==> src/rtl/hba_bus_arbiter.sv <==
// rtl/hba_bus_arbiter.sv - round-robin HBA bus arbiter with transfer watchdog
// One transaction per grant; registered bus outputs forced to zero while hba_select is low.
module hba_bus_arbiter #(
  parameter int NUM_MASTERS    = 2,
  parameter int DBUS_WIDTH     = 8,
  parameter int ADDR_WIDTH     = 12,
  parameter int TIMEOUT_CYCLES = 16
) (
  input  logic                              hba_clk,
  input  logic                              hba_reset,
  input  logic [NUM_MASTERS-1:0]            m_req,
  input  logic [NUM_MASTERS-1:0]            m_rnw,
  input  logic [NUM_MASTERS*ADDR_WIDTH-1:0] m_abus,
  input  logic [NUM_MASTERS*DBUS_WIDTH-1:0] m_dbus,
  output logic [NUM_MASTERS-1:0]            m_grant,
  output logic [NUM_MASTERS-1:0]            m_xferack,
  output logic [NUM_MASTERS-1:0]            m_err,
  output logic [DBUS_WIDTH-1:0]             m_rdata,
  output logic                              hba_rnw,
  output logic                              hba_select,
  output logic [ADDR_WIDTH-1:0]             hba_abus,
  output logic [DBUS_WIDTH-1:0]             hba_dbus,
  input  logic                              hba_xferack,
  input  logic [DBUS_WIDTH-1:0]             hba_dbus_slave
);

  localparam int CW = $clog2(TIMEOUT_CYCLES) + 1;
  localparam int IW = (NUM_MASTERS > 1) ? $clog2(NUM_MASTERS) : 1;

  localparam logic [1:0] S_IDLE    = 2'd0;
  localparam logic [1:0] S_ACTIVE  = 2'd1;
  localparam logic [1:0] S_RELEASE = 2'd2;

  logic [1:0]             state_q,   state_d;
  logic [IW-1:0]          rr_q,      rr_d;
  logic [CW-1:0]          cnt_q,     cnt_d;
  logic [NUM_MASTERS-1:0] grant_q,   grant_d;
  logic [NUM_MASTERS-1:0] xferack_q, xferack_d;
  logic [NUM_MASTERS-1:0] err_q,     err_d;
  logic [DBUS_WIDTH-1:0]  rdata_q,   rdata_d;
  logic                   rnw_q,     rnw_d;
  logic                   select_q,  select_d;
  logic [ADDR_WIDTH-1:0]  abus_q,    abus_d;
  logic [DBUS_WIDTH-1:0]  dbus_q,    dbus_d;

  logic                   found;
  logic [IW-1:0]          win;
  logic [IW-1:0]          scan_idx;
  logic                   sel_rnw;
  logic [ADDR_WIDTH-1:0]  sel_abus;
  logic [DBUS_WIDTH-1:0]  sel_dbus;

  // Search upward from the last winner so every requester is served in turn.
  always_comb begin
    found    = 1'b0;
    win      = rr_q;
    scan_idx = rr_q;
    for (int i = 1; i <= NUM_MASTERS; i++) begin
      scan_idx = IW'((int'(rr_q) + i) % NUM_MASTERS);
      if (!found && m_req[scan_idx]) begin
        found = 1'b1;
        win   = scan_idx;
      end
    end
  end

  always_comb begin
    sel_rnw  = 1'b0;
    sel_abus = '0;
    sel_dbus = '0;
    for (int j = 0; j < NUM_MASTERS; j++) begin
      if (win == IW'(j)) begin
        sel_rnw  = m_rnw[j];
        sel_abus = m_abus[j*ADDR_WIDTH +: ADDR_WIDTH];
        sel_dbus = m_dbus[j*DBUS_WIDTH +: DBUS_WIDTH];
      end
    end
  end

  always_comb begin
    state_d   = state_q;
    rr_d      = rr_q;
    cnt_d     = cnt_q;
    grant_d   = grant_q;
    xferack_d = '0;
    err_d     = '0;
    rdata_d   = '0;
    rnw_d     = rnw_q;
    select_d  = select_q;
    abus_d    = abus_q;
    dbus_d    = dbus_q;
    case (state_q)
      S_IDLE: begin
        if (found) begin
          rr_d          = win;
          cnt_d         = '0;
          select_d      = 1'b1;
          rnw_d         = sel_rnw;
          abus_d        = sel_abus;
          dbus_d        = sel_dbus;
          grant_d       = '0;
          grant_d[win]  = 1'b1;
          state_d       = S_ACTIVE;
        end
      end
      S_ACTIVE: begin
        // A slave ack wins over a coinciding watchdog expiry.
        if (hba_xferack || (cnt_q == CW'(TIMEOUT_CYCLES - 1))) begin
          xferack_d[rr_q] = 1'b1;
          if (hba_xferack) begin
            rdata_d = rnw_q ? hba_dbus_slave : '0;
          end else begin
            err_d[rr_q] = 1'b1;
          end
          select_d = 1'b0;
          rnw_d    = 1'b0;
          abus_d   = '0;
          dbus_d   = '0;
          grant_d  = '0;
          state_d  = S_RELEASE;
        end else begin
          cnt_d = cnt_q + CW'(1);
        end
      end
      S_RELEASE: state_d = S_IDLE;
      default:   state_d = S_IDLE;
    endcase
  end

  always_ff @(posedge hba_clk or posedge hba_reset) begin
    if (hba_reset) begin
      state_q   <= S_IDLE;
      rr_q      <= IW'(NUM_MASTERS - 1);
      cnt_q     <= '0;
      grant_q   <= '0;
      xferack_q <= '0;
      err_q     <= '0;
      rdata_q   <= '0;
      rnw_q     <= 1'b0;
      select_q  <= 1'b0;
      abus_q    <= '0;
      dbus_q    <= '0;
    end else begin
      state_q   <= state_d;
      rr_q      <= rr_d;
      cnt_q     <= cnt_d;
      grant_q   <= grant_d;
      xferack_q <= xferack_d;
      err_q     <= err_d;
      rdata_q   <= rdata_d;
      rnw_q     <= rnw_d;
      select_q  <= select_d;
      abus_q    <= abus_d;
      dbus_q    <= dbus_d;
    end
  end

  assign m_grant    = grant_q;
  assign m_xferack  = xferack_q;
  assign m_err      = err_q;
  assign m_rdata    = rdata_q;
  assign hba_rnw    = rnw_q;
  assign hba_select = select_q;
  assign hba_abus   = abus_q;
  assign hba_dbus   = dbus_q;

endmodule

==> config.mk <==
export PLATFORM = sky130hd
export DESIGN_NAME = hba_bus_arbiter
export DESIGN_NICKNAME = d
export VERILOG_FILES = /design/src/rtl/hba_bus_arbiter.sv
export SDC_FILE = /design/constraint.sdc
export NUM_CORES = 1
export LEC_CHECK = 0
export BUFFER_PORTS_ARGS = -buffer_cell sky130_fd_sc_hd__buf_4
export CAP_MARGIN = 20
export CELL_PAD_IN_SITES_DETAIL_PLACEMENT = 1
export CELL_PAD_IN_SITES_GLOBAL_PLACEMENT = 1
export CORE_AREA = 2 2 83 85
export DETAILED_ROUTE_END_ITERATION = 8
export DIE_AREA = 0 0 85 87
export MAX_ROUTING_LAYER = met4
export PLACE_DENSITY_LB_ADDON = 0.1
export REMOVE_ABC_BUFFERS = 1
export SLEW_MARGIN = 25
export SYNTH_ARGS = -nofsm -noshare
export SYNTH_HDL_FRONTEND = slang
export SYNTH_SLANG_ARGS = --single-unit
==> constraint.sdc <==
create_clock -name hba_clk -period 2.45 [get_ports hba_clk]
set_clock_uncertainty 0.1 [all_clocks]
set_input_delay 0.49 -clock hba_clk [delete_from_list [all_inputs] [get_ports hba_clk]]
set_output_delay 0.49 -clock hba_clk [all_outputs]
set_load 0.02 [all_outputs]
==> impl_metrics.yaml <==
worst_setup_path:
  crit_path_end_kind: "flop"
  path_buf_inv: 0
  regToRegStartpoint: "cnt_q[0]$_DFFE_PP0P_"
  worstSetupPathDepth: 6
  path_delay_family: "simple AND/OR/NAND/NOR gates"
  crit_path_start: "cnt_q[0]$_DFFE_PP0P_"
  critPathLaunchType: "flop"
  critPathMaxFanout: 6
  path_common_cell: "ha_1"
  cpPeakStageDelay_ns: 0.40
  critical_path_required_ns: 2.53
  reg2reg_depth: 6
  cp.arrival_ns: 2.15
  worstPathCellList: "ha_1, and3_1, ha_1, o21a_1, nor3_2, mux2_1"
  setup.worst_path.end: "cnt_q[4]$_DFFE_PP0P_"
  cp_slowest_cell: "dfrtp_1"
  timing.rr.end: "cnt_q[4]$_DFFE_PP0P_"
  reg2reg_setup_slack_ns: 0.38
  worstSetupPathType: "reg -> reg"
routing:
  drc: 0
  dr.first_iter.drc_count: 73
  wire_per_inst_um: 14.9
  first_pass_iters: 3
  vias: 1493
  via_per_inst: 4.64
  ant_nets: 0
  drt_wl_total_um: 4790
synthesis:
  synth_area_um2: 1920
  syn_avg_cell_area_um2: 13.2
  yosysWarnings: 0
  yosysUniqueCellTypes: 34
  synthTopCellsByArea: "dfrtp_1 56%, mux2i_1 11%, o2bb2ai_1 9.6%, and2_1 2.9%, buf_6 2.3%"
  seq_area_frac_synth_pct: 57.5
  ys_ff_latch: 44
  netlist.area_leader.share_pct: 56.1
  synth_top_area_cell: "dfrtp_1"
  syn_inst: 145
sta:
  fmax_mhz: 483
  fin_crit_ns: 2.07
  hold_viol_final: 0
  max_slew_margin_pct: 72.7
  drv_slew: 0
  rsz0062_at_grt: "no"
  fin_hold_ws_ns: 0.0703
  period_share_pct: 84.5
  setup_violations: 0
  worst_pin_slew_ns: 0.407
  fin_tns_setup_ns: 0
die:
  start_util_pct: 29.2
  core_area_um2: 6570
  die_width_um: 85
  rows: 30
  design.portCount: 91
  dieArea_um2: 7400
  die_h_um: 87
clock_network:
  clk_pin_slew_ns: 0.08
  clock_path_buffers: 2
  cts_tree: "done"
  cts-resized-gates: 0
  cts_buffers: 5
  clock_latency_ns: 0.29
  htreeDepth: 2
  cts_sinks: 44
  root_buffer: "clkbuf_8"
  hold_buffers: 0
  cts_setup_buffers: 0
layout:
  fin_nets: 298
  mostFrequentLayoutCell: "buf_4"
  layout-drive-gt1-share_pct: 47.1
  diodes: 0
  area_growth_pct: 44.4
  fillers: 742
  layout_common_cells: "96 x buf_4, 43 x dfrtp_1, 21 x mux2i_1, 21 x o2bb2ai_1, 9 x and2_1"
pwr:
  p_leak_nw: 1.41
  vdd_drop_max_mv: 0.389
  power.density_nw_per_um2: 1030
global_routing:
  grt_overflow: 0
  antenna_found_initial: 0
  grt_max_degree: 24
  globalRouteTotalUtil_pct: 13.9
  grt_pass1_wl_um: 7830
  grt_pass1_vias: 1560
outcome:
  status: "completed"
job:
  cap_violations: 0
placement:
  io_buffers: 90
  hpwl_um: 3640
  gp_congestion: 0.729
hold_path:
  hold_path_class: "in -> async"
sequential cells by signal, summed over array words and instances (netlist names):
| register | flops |
|---|---|
| cnt_q | 5 |
| m_xferack | 2 |
| hba_dbus | 8 |
| hba_select | 1 |
| hba_abus | 12 |
| m_rdata | 8 |
| m_grant | 2 |
| m_err | 2 |
| state_q | 2 |
| hba_rnw | 1 |
| rr_q | 1 |
cells by family (layout without fill, tap and decap cells):
group | Yosys count | after routing | share of synthesized area [%]
flops | 44 | 44 | 57.5
fa+ha+maj | 2 | 2 | 1.30
compound gates | 32 | 32 | 13.7
xor+xnor | 1 | 1 | 0.457
buf+inv | 13 | 110 | 4.44
simple gates | 30 | 30 | 9.92
mux | 23 | 23 | 12.7
cell usage after synthesis (all sizes together):
cell / n
dfrtp: 43
mux2i: 22
o2bb2ai: 22
and2: 9
buf: 7
inv: 6
nor2: 5
nor3: 4
a21oi: 3
nand2: 3
o21ai: 3
and3: 2
ha: 2
nor2b: 2
o21a: 2
a22o: 1
a31oi: 1
dfstp: 1
mux2: 1
nand2b: 1
nand3: 1
nand4: 1
nor4b: 1
or3: 1
xor2: 1
report_power, final:
part | total (mW) | switching [mW] | leakage [nW] | internal (mW)
clock | 0.471 | 0.242 | 0.0445 | 0.229
sequential | 1.13 | 0.161 | 0.572 | 0.973
combinational | 1.25 | 0.670 | 0.789 | 0.577
cell type report:
| cell class | count | area [um^2] | area share (%) |
|---|---|---|---|
| flip-flops and latches | 44 | 1100 | 39.8 |
| clock buffers | 7 | 86.3 | 3.12 |
| clock inverters | 1 | 7.51 | 0.271 |
| repair buffers | 96 | 721 | 26.0 |
| multi-input cells | 88 | 731 | 26.4 |
| well taps | 80 | 100 | 3.61 |
| inverters | 6 | 22.5 | 0.813 |
how the worst min path moves through the flow:
| stage | start | endpoint | slack, ns | cells past startpoint |
|---|---|---|---|---|
| 6_report | hba_reset | hba_dbus[3]$_DFFE_PP0P_ | 0.07 | 2 |
| 5_1_grt | hba_reset | hba_dbus[3]$_DFFE_PP0P_ | 0.09 | 2 |
| 4_1_cts | hba_reset | hba_dbus[3]$_DFFE_PP0P_ | 0.08 | 2 |
| 3_5_place_dp | hba_dbus[1]$_DFFE_PP0P_ | hba_dbus[1]$_DFFE_PP0P_ | 0.38 | 1 |
| 3_3_place_gp | cnt_q[4]$_DFFE_PP0P_ | cnt_q[4]$_DFFE_PP0P_ | 0.37 | 1 |
| 2_1_floorplan | cnt_q[4]$_DFFE_PP0P_ | cnt_q[4]$_DFFE_PP0P_ | 0.36 | 1 |
metrics by stage:
step                      power (mW)  std cells  util (%)  worst slack, ns  cell area, um^2
after floorplan                 1.83        138         -            0.509             1860
after global placement          2.41        314      40.7            0.434             2680
after CTS                       2.91        322      42.2            0.390             2770
after global routing            3.06        322      42.2            0.247             2770
final                           2.85        322      42.2            0.379             2770
after detailed placement        2.42        314      40.7            0.403             2680
metal layers:
metal,wire length [um],track usage [%],vias up
met1,2090,17.3,713
met2,2230,21.7,59
met5,0,-,-
met3,391,4.55,6
li1,-,-,715
met4,70,4.33,0
No activity file was read; power rests on OpenSTA's default activity.
